## config.mk

```make
export PLATFORM = sky130hd
export DESIGN_NAME = q_policy_walker_flat
export DESIGN_NICKNAME = d
export VERILOG_FILES = /design/src/rtl/q_policy_walker_pkg.sv /design/src/rtl/q_policy_walker_if.sv /design/src/rtl/q_policy_walker_next_state.sv /design/src/rtl/q_policy_walker.sv /design/src/flat_wrapper.sv
export SDC_FILE = /design/constraint.sdc
export NUM_CORES = 1
export LEC_CHECK = 0
export ABC_AREA = 1
export BUFFER_PORTS_ARGS = -buffer_cell sky130_fd_sc_hd__buf_2
export CORE_MARGIN = 3
export CORE_UTILIZATION = 63
export CTS_CLUSTER_DIAMETER = 50
export DETAILED_ROUTE_END_ITERATION = 6
export PLACE_DENSITY = 0.95
export SLEW_MARGIN = 20
export SYNTH_ARGS = -nofsm -noshare
export SYNTH_HDL_FRONTEND = slang
export SYNTH_SLANG_ARGS = --single-unit
```

## constraint.sdc

```tcl
create_clock -name clk -period 16.2 [get_ports clk]
set_clock_uncertainty 0.15 [all_clocks]
set_input_delay 0.81 -clock clk [delete_from_list [all_inputs] [get_ports clk]]
set_output_delay 0.81 -clock clk [all_outputs]
set_load 0.01 [all_outputs]
```

## src/rtl/q_policy_walker_pkg.sv

```systemverilog
// Shared maze constants and types for the Q-learning core and the policy walker.
package q_maze_pkg;

  localparam int unsigned ROWS          = 6;
  localparam int unsigned COLS          = 6;
  localparam int unsigned NUM_STATES    = ROWS * COLS + 1;
  localparam int unsigned INVALID_STATE = NUM_STATES - 1;
  localparam int unsigned STW           = 6;
  localparam int unsigned QW            = 32;

  typedef logic [STW-1:0] state_t;
  typedef logic signed [QW-1:0] q_t;

  typedef enum logic [1:0] {UP, DOWN, LEFT, RIGHT} action_t;
  typedef enum logic [1:0] {OK, LOOP, BOXED} walk_status_t;

  localparam state_t INVALID_ST = state_t'(INVALID_STATE);

endpackage

```

## src/rtl/q_policy_walker_if.sv

```systemverilog
// Q-table read port and action stream of the policy walker.
import q_maze_pkg::*;

interface q_policy_walker_if #(
  parameter int unsigned QW = 32
);
  logic          q_rd_en;
  state_t        q_rd_state;
  logic [1:0]    q_rd_action;
  logic [QW-1:0] q_rd_data;

  logic          act_valid;
  logic          act_ready;
  logic [1:0]    act_dir;
  state_t        act_state;
  logic          act_last;

  // Walker side
  modport master (
    output q_rd_en, q_rd_state, q_rd_action,
    input  q_rd_data,
    output act_valid, act_dir, act_state, act_last,
    input  act_ready
  );

  // Table / consumer side
  modport slave (
    input  q_rd_en, q_rd_state, q_rd_action,
    output q_rd_data,
    input  act_valid, act_dir, act_state, act_last,
    output act_ready
  );
endinterface

```

## src/rtl/q_policy_walker_next_state.sv

```systemverilog
// Maze move: (state, action) -> neighbour state, or INVALID_ST when off-grid.
import q_maze_pkg::*;

module q_next_state (
  input  state_t  state_i,
  input  action_t action_i,
  output state_t  next_o
);

  logic [31:0] s_w;
  logic [31:0] row_w;
  logic [31:0] col_w;

  // Row/column bounds decide whether the move stays on the grid
  always_comb begin
    next_o = INVALID_ST;
    s_w    = 32'(state_i);
    row_w  = s_w / COLS;
    col_w  = s_w % COLS;
    if (s_w < ROWS * COLS) begin
      unique case (action_i)
        UP:    if (row_w > 0)        next_o = state_t'(s_w - COLS);
        DOWN:  if (row_w < ROWS - 1) next_o = state_t'(s_w + COLS);
        LEFT:  if (col_w > 0)        next_o = state_t'(s_w - 1);
        RIGHT: if (col_w < COLS - 1) next_o = state_t'(s_w + 1);
        default: next_o = INVALID_ST;
      endcase
    end
  end

endmodule

```

## src/rtl/q_policy_walker.sv

```systemverilog
// Greedy policy walker: follows argmax-Q actions from start to target over a frozen Q-table.
import q_maze_pkg::*;

module q_policy_walker #(
  parameter int unsigned QW        = 32,
  parameter int unsigned MAX_STEPS = 64,
  parameter int unsigned SW        = 7
) (
  input  logic                 clk,
  input  logic                 rst,
  input  logic                 start,
  input  state_t               start_state,
  input  state_t               target_state,
  input  logic [ROWS*COLS-1:0] blocked_mask,
  q_policy_walker_if.master    bus,
  output logic                 busy,
  output logic                 done,
  output logic [1:0]           status,
  output logic [SW-1:0]        path_len
);

  typedef enum logic [2:0] {S_IDLE, S_CHECK, S_READ, S_EMIT, S_FIN} fsm_t;

  fsm_t                  state_q;
  state_t                cur_q;
  state_t                tgt_q;
  logic [SW-1:0]         steps_q;
  logic [2:0]            rd_cnt_q;
  logic signed [QW-1:0]  bestq_q;
  action_t               best_a_q;
  state_t                best_nxt_q;
  logic                  have_cand_q;

  action_t               cmp_a;
  state_t                nbr;
  logic                  cur_blk;
  logic                  cand;
  logic                  take;
  logic                  fin_have;
  action_t               fin_a;
  state_t                fin_nxt;

  // Neighbour of the action whose read data is arriving this cycle
  q_next_state u_next (
    .state_i  (cur_q),
    .action_i (cmp_a),
    .next_o   (nbr)
  );

  // Argmax step: read data lags the read strobe by one cycle, so read count k compares action k-1
  always_comb begin
    cmp_a    = action_t'(rd_cnt_q[1:0] - 2'd1);
    cur_blk  = (cur_q < INVALID_ST) && blocked_mask[cur_q];
    cand     = (nbr != INVALID_ST) && !blocked_mask[nbr] && !cur_blk;
    take     = (state_q == S_READ) && (rd_cnt_q != 3'd0) && cand &&
               (!have_cand_q || ($signed(bus.q_rd_data) > bestq_q));
    fin_have = have_cand_q | take;
    fin_a    = take ? cmp_a : best_a_q;
    fin_nxt  = take ? nbr   : best_nxt_q;
  end

  // Walk FSM with registered outputs
  always_ff @(posedge clk or posedge rst) begin
    if (rst) begin
      state_q         <= S_IDLE;
      cur_q           <= '0;
      tgt_q           <= '0;
      steps_q         <= '0;
      rd_cnt_q        <= '0;
      bestq_q         <= '0;
      best_a_q        <= UP;
      best_nxt_q      <= '0;
      have_cand_q     <= 1'b0;
      bus.q_rd_en     <= 1'b0;
      bus.q_rd_state  <= '0;
      bus.q_rd_action <= '0;
      bus.act_valid   <= 1'b0;
      bus.act_dir     <= '0;
      bus.act_state   <= '0;
      bus.act_last    <= 1'b0;
      busy            <= 1'b0;
      done            <= 1'b0;
      status          <= '0;
      path_len        <= '0;
    end else begin
      unique case (state_q)
        S_IDLE: begin
          done <= 1'b0;
          if (start) begin
            cur_q   <= start_state;
            tgt_q   <= target_state;
            steps_q <= '0;
            busy    <= 1'b1;
            state_q <= S_CHECK;
          end
        end

        S_CHECK: begin
          if (cur_q == tgt_q) begin
            done     <= 1'b1;
            busy     <= 1'b0;
            status   <= OK;
            path_len <= steps_q;
            state_q  <= S_FIN;
          end else if (steps_q == SW'(MAX_STEPS)) begin
            done     <= 1'b1;
            busy     <= 1'b0;
            status   <= LOOP;
            path_len <= steps_q;
            state_q  <= S_FIN;
          end else begin
            rd_cnt_q        <= '0;
            have_cand_q     <= 1'b0;
            bus.q_rd_en     <= 1'b1;
            bus.q_rd_state  <= cur_q;
            bus.q_rd_action <= UP;
            state_q         <= S_READ;
          end
        end

        S_READ: begin
          rd_cnt_q    <= rd_cnt_q + 3'd1;
          have_cand_q <= fin_have;
          best_a_q    <= fin_a;
          best_nxt_q  <= fin_nxt;
          if (take) bestq_q <= $signed(bus.q_rd_data);
          if (rd_cnt_q < 3'd3) begin
            bus.q_rd_action <= rd_cnt_q[1:0] + 2'd1;
          end else begin
            bus.q_rd_en <= 1'b0;
          end
          if (rd_cnt_q == 3'd4) begin
            if (fin_have) begin
              bus.act_valid <= 1'b1;
              bus.act_dir   <= fin_a;
              bus.act_state <= cur_q;
              bus.act_last  <= (fin_nxt == tgt_q);
              state_q       <= S_EMIT;
            end else begin
              done     <= 1'b1;
              busy     <= 1'b0;
              status   <= BOXED;
              path_len <= steps_q;
              state_q  <= S_FIN;
            end
          end
        end

        S_EMIT: begin
          if (bus.act_ready) begin
            bus.act_valid <= 1'b0;
            cur_q         <= best_nxt_q;
            steps_q       <= steps_q + 1'b1;
            state_q       <= S_CHECK;
          end
        end

        S_FIN: begin
          done    <= 1'b0;
          state_q <= S_IDLE;
        end

        default: state_q <= S_IDLE;
      endcase
    end
  end

endmodule

```

## src/flat_wrapper.sv

```systemverilog
// flat-port wrapper written by rule: the top's interface ports become plain ports
module q_policy_walker_flat 
#(
  parameter int unsigned QW        = 32,
  parameter int unsigned MAX_STEPS = 64,
  parameter int unsigned SW        = 7
)
  (clk, rst, start, start_state, target_state, blocked_mask, busy, done, status, path_len, bus_q_rd_en, bus_q_rd_state, bus_q_rd_action, bus_q_rd_data, bus_act_valid, bus_act_dir, bus_act_state, bus_act_last, bus_act_ready);
  q_policy_walker_if #(.QW(QW)) bus_i ();
  input  logic clk;
  input  logic rst;
  input  logic start;
  input  state_t start_state;
  input  state_t target_state;
  input  logic [ROWS*COLS-1:0] blocked_mask;
  output logic busy;
  output logic done;
  output logic [1:0] status;
  output logic [SW-1:0] path_len;
  output wire logic [$bits(bus_i.q_rd_en)-1:0] bus_q_rd_en;
  output wire logic [$bits(bus_i.q_rd_state)-1:0] bus_q_rd_state;
  output wire logic [$bits(bus_i.q_rd_action)-1:0] bus_q_rd_action;
  input wire logic [$bits(bus_i.q_rd_data)-1:0] bus_q_rd_data;
  output wire logic [$bits(bus_i.act_valid)-1:0] bus_act_valid;
  output wire logic [$bits(bus_i.act_dir)-1:0] bus_act_dir;
  output wire logic [$bits(bus_i.act_state)-1:0] bus_act_state;
  output wire logic [$bits(bus_i.act_last)-1:0] bus_act_last;
  input wire logic [$bits(bus_i.act_ready)-1:0] bus_act_ready;
  assign bus_q_rd_en = bus_i.q_rd_en;
  assign bus_q_rd_state = bus_i.q_rd_state;
  assign bus_q_rd_action = bus_i.q_rd_action;
  assign bus_i.q_rd_data = bus_q_rd_data;
  assign bus_act_valid = bus_i.act_valid;
  assign bus_act_dir = bus_i.act_dir;
  assign bus_act_state = bus_i.act_state;
  assign bus_act_last = bus_i.act_last;
  assign bus_i.act_ready = bus_act_ready;
  q_policy_walker #(.QW(QW), .MAX_STEPS(MAX_STEPS), .SW(SW)) u_core (.clk(clk), .rst(rst), .start(start), .start_state(start_state), .target_state(target_state), .blocked_mask(blocked_mask), .bus(bus_i), .busy(busy), .done(done), .status(status), .path_len(path_len));
endmodule
```

==> summary.md <==
| Metric | Value |
|---|---|
| P&R area growth vs syn | 12.32% |
| Syn avg cell area | 7.120 µm² |
| Drt total wl | 18890 µm |
| Largest net degree at the start of global routing | 63 |
| Final Max Tran Viols | 0 |
| Compound-Gate Fraction of Synth Area | 15.45% |
| Netlist cell types | 50 |
| Worst-path clk slew | 70 ps |
| Placed Cells | 1242 |
| # fillers | 852 |
| Mapped cell area | 7262 µm² |
| Pwr Density | 229.4 nW/µm² |
| CP required | 16310 ps |
| CP Launch Type | flip-flop |
| Post-synth top area share | 33.08% |
| Synth Instances | 1020 |
| Final min period | 7250 ps |
| Fin crit share | 44.75% |
| Type of the most critical hold path | primary input to async pin |
| Hold bufs inserted after CTS | 0 |
| Share of layout cells above drive strength 1 | 17.26% |
| Static Leak | 0.004351 µW |
| Total GRT Usage | 29.49% |
| Syn Nets | 1151 |
| Clock sinks | 96 |
| Non-Filler Instances | 1258 |
| Worst-Skew Late Latency | 350 ps |
| Starting DRT DRC Count | 735 |
| GRT overflow | 0 |
| Core region area | 11030 µm² |
| RSZ-0062 raised after global routing | no |
| DRT Pass-1 Iters | 6 |
| Final setup violation count | 0 |
| Setup TNS | 0 ps |
| Layout Nets | 1244 |
| Clk buf depth | 2 |
| Peak supply drop | 0.2445 mV |
| Vias/cell | 5.730 |
| Initial antenna violation count | 0 |
| DP Area | 7823 µm² |
| Routability cong. | 1.003 |
| Vias in the first global route | 6760 |
| Critical path arrival | 7360 ps |
| Die H | 113.4 µm |
| Root Buffer | clkbuf_16 |
| Post-synthesis sequential area ratio | 33.08% |
| Post-route cell area | 8157 µm² |
| Crit Path Class | flip-flop to flip-flop |
| Warnings from Yosys | 0 |
| Crit-path max FO | 62 |
| PostCTS Resize Cnt | 0 |
| First-pass GRT wire length | 31310 µm |
| Largest stage delay, worst path | 700 ps |
| Post-DRT Antenna Nets | 0 |
| Final Util | 73.95% |
| Post-CTS setup buffer count | 0 |
| XOR/XNOR Fraction of Synth Area | 1.930% |
| CP max-delay cell | dfrtp_1 |
| Initial Utilization | 65.83% |
| Hpwl dp | 13770 µm |
| Power consumption | 1871 µW |
| #FFs+latches synth | 96 |
| Die area | 12850 µm² |
| CP Capture Type | flip-flop |
| Fin. Hold Viols | 0 |
| Top cells by area, synth | dfrtp_1 33%, nand2_1 13%, ha_1 8.1%, inv_1 7.3%, o21ai_0 6.4% |
| Vias | 7208 |
| Slew margin rel. | 40.33% |
| Ant diodes | 0 |
| DR DRC count | 0 |
| Slew @ Worst Pin | 889.0 ps |
| Adder-Cell Fraction of Synth Area | 8.098% |
| Htree depth | 3 |
| Max-cap viol count | 0 |
| Largest family of logic cells by synthesized area | simple AND/OR/NAND/NOR gates |
| Status | complete, no violations |
| Most Frequent Cell on Critical Path | nand2_1 |
| TritonCTS clock tree | yes |
| Die width | 113.4 µm |
| Port Buf Inserts | 113 |
| FP Rows | 38 |
| F_max | 137.9 MHz |
| Num CTS Buffers | 9 |
| Multiplexer share of the synthesized area | 0% |
| Synth Area in Simple Gates | 30.77% |
| Routed len/inst | 15.02 µm |
| IO Pins | 114 |
| Leading area contributor after synthesis | dfrtp_1 |
## power by group
part | internal, µW | leakage, µW | total (µW) | switching (µW)
registers | 332 | 0.00121 | 412 | 79.9
clock network | 141 | 0.000161 | 233 | 92.4
logic | 398 | 0.00298 | 1230 | 828
## layout by cell type (no fill, tap or decap), drive strengths merged, types with 2 or more instances in the layout
cell type	n
buf	115
a31oi	4
a211oi	2
xnor2	4
o22ai	2
nor4	4
nand2	266
xor2	12
bufinv	2
a21boi	2
nand4	22
o211ai	3
o2111ai	2
nand3	80
o21ai	114
a21oi	65
dfrtp	96
nand3b	6
nor3	17
nor2	77
clkbuf	11
inv	153
clkinv	3
ha	47
## registers in the layout, indices dropped and copies added, names as in the netlist, 2 cells and up
signal                  cells
u_core.bus.act_state        6
u_core.best_a_q             2
u_core.bus.q_rd_state       6
u_core.rd_cnt_q             3
u_core.steps_q              7
u_core.state_q              3
u_core.best_nxt_q           6
u_core.cur_q                6
u_core.tgt_q                6
u_core.bus.act_dir          2
u_core.status               2
u_core.bestq_q             32
u_core.path_len             7
u_core.bus.q_rd_action      2
## Yosys cell counts (all sizes together)
library cell	n
xnor2	4
o41ai	1
nand3b	6
nor2	77
clkinv	2
o21bai	1
o2111ai	2
a21o	1
or2	1
nand2	266
nand3	80
a211oi	2
nand4	22
clkbuf	12
buf	21
a31oi	4
ha	47
a21boi	2
a21oi	65
nor4	4
a221oi	1
dfrtp	96
o221ai	1
xor2	12
o211ai	3
and2	1
nor3	17
inv	151
o21ai	114
o22ai	2
o311ai	1
a22o	1
## metrics by stage
| step | hold slack, ps | worst slack, ps |
|---|---|---|
| global placement | 303.2 | 9415 |
| CTS | 330.0 | 9073 |
| global route | 339.4 | 8190 |
| floorplan | 307.0 | 10610 |
| finish | 305.7 | 8950 |
| detailed placement | 308.0 | 9151 |
## cells by family (layout without fill, tap and decap cells)
logic type / Yosys count / after routing
buf+inv: 186 / 284
flops: 96 / 96
compound gates: 201 / 201
simple gates: 474 / 474
xor+xnor: 16 / 16
fa+ha+maj: 47 / 47
## critical path: cells and delay by family (launching register included)
family,cells,cell delay (ps)
AND/OR/NAND/NOR,24,2850
buffers and inverters,8,1680
AO/OA/AOI/OAI,5,1000
adder cells (fa/ha/maj),3,790
flip-flops,1,700
## per-layer routing
| layer | vias to the layer above | track usage, % | part of all wire, % |
|---|---|---|---|
| li1 | 3514 | - | - |
| met1 | 3311 | 38.32 | 41 |
| met2 | 316 | 50.28 | 49 |
| met3 | 67 | 4.332 | 6.8 |
| met4 | 0 | 10.50 | 3.2 |
| met5 | - | 0 | 0 |
## final timing paths
path	startpoint	endpoint	slack (ps)	cells past startpoint
max in group asynchronous	rst	u_core.best_nxt_q[0]$_DFFE_PP0P_	14470	3
setup reg to reg	u_core.cur_q[2]$_DFFE_PP0P_	u_core.bestq_q[4]$_DFFE_PP0P_	8950	40
min in group clk	u_core.bus.act_dir[0]$_DFFE_PP0P_	u_core.bus.act_dir[0]$_DFFE_PP0P_	330	2
setup / recovery	u_core.cur_q[2]$_DFFE_PP0P_	u_core.bestq_q[4]$_DFFE_PP0P_	8950	40
hold reg to reg	u_core.bus.act_dir[0]$_DFFE_PP0P_	u_core.bus.act_dir[0]$_DFFE_PP0P_	330	2
hold / removal	rst	u_core.bestq_q[11]$_DFFE_PP0P_	310	2
## final cells by class
cell class	instances	area (µm²)	area share [%]
Multi-Input combinational cell	738	4090	50.15
Sequential cell	96	2402	29.45
Timing Repair Buffer	115	580.6	7.118
Inverter	153	579.3	7.102
Clock buffer	11	242.7	2.976
Tap cell	140	175.2	2.148
Clock inverter	5	86.33	1.058
No activity file was read; power rests on OpenSTA's default activity.
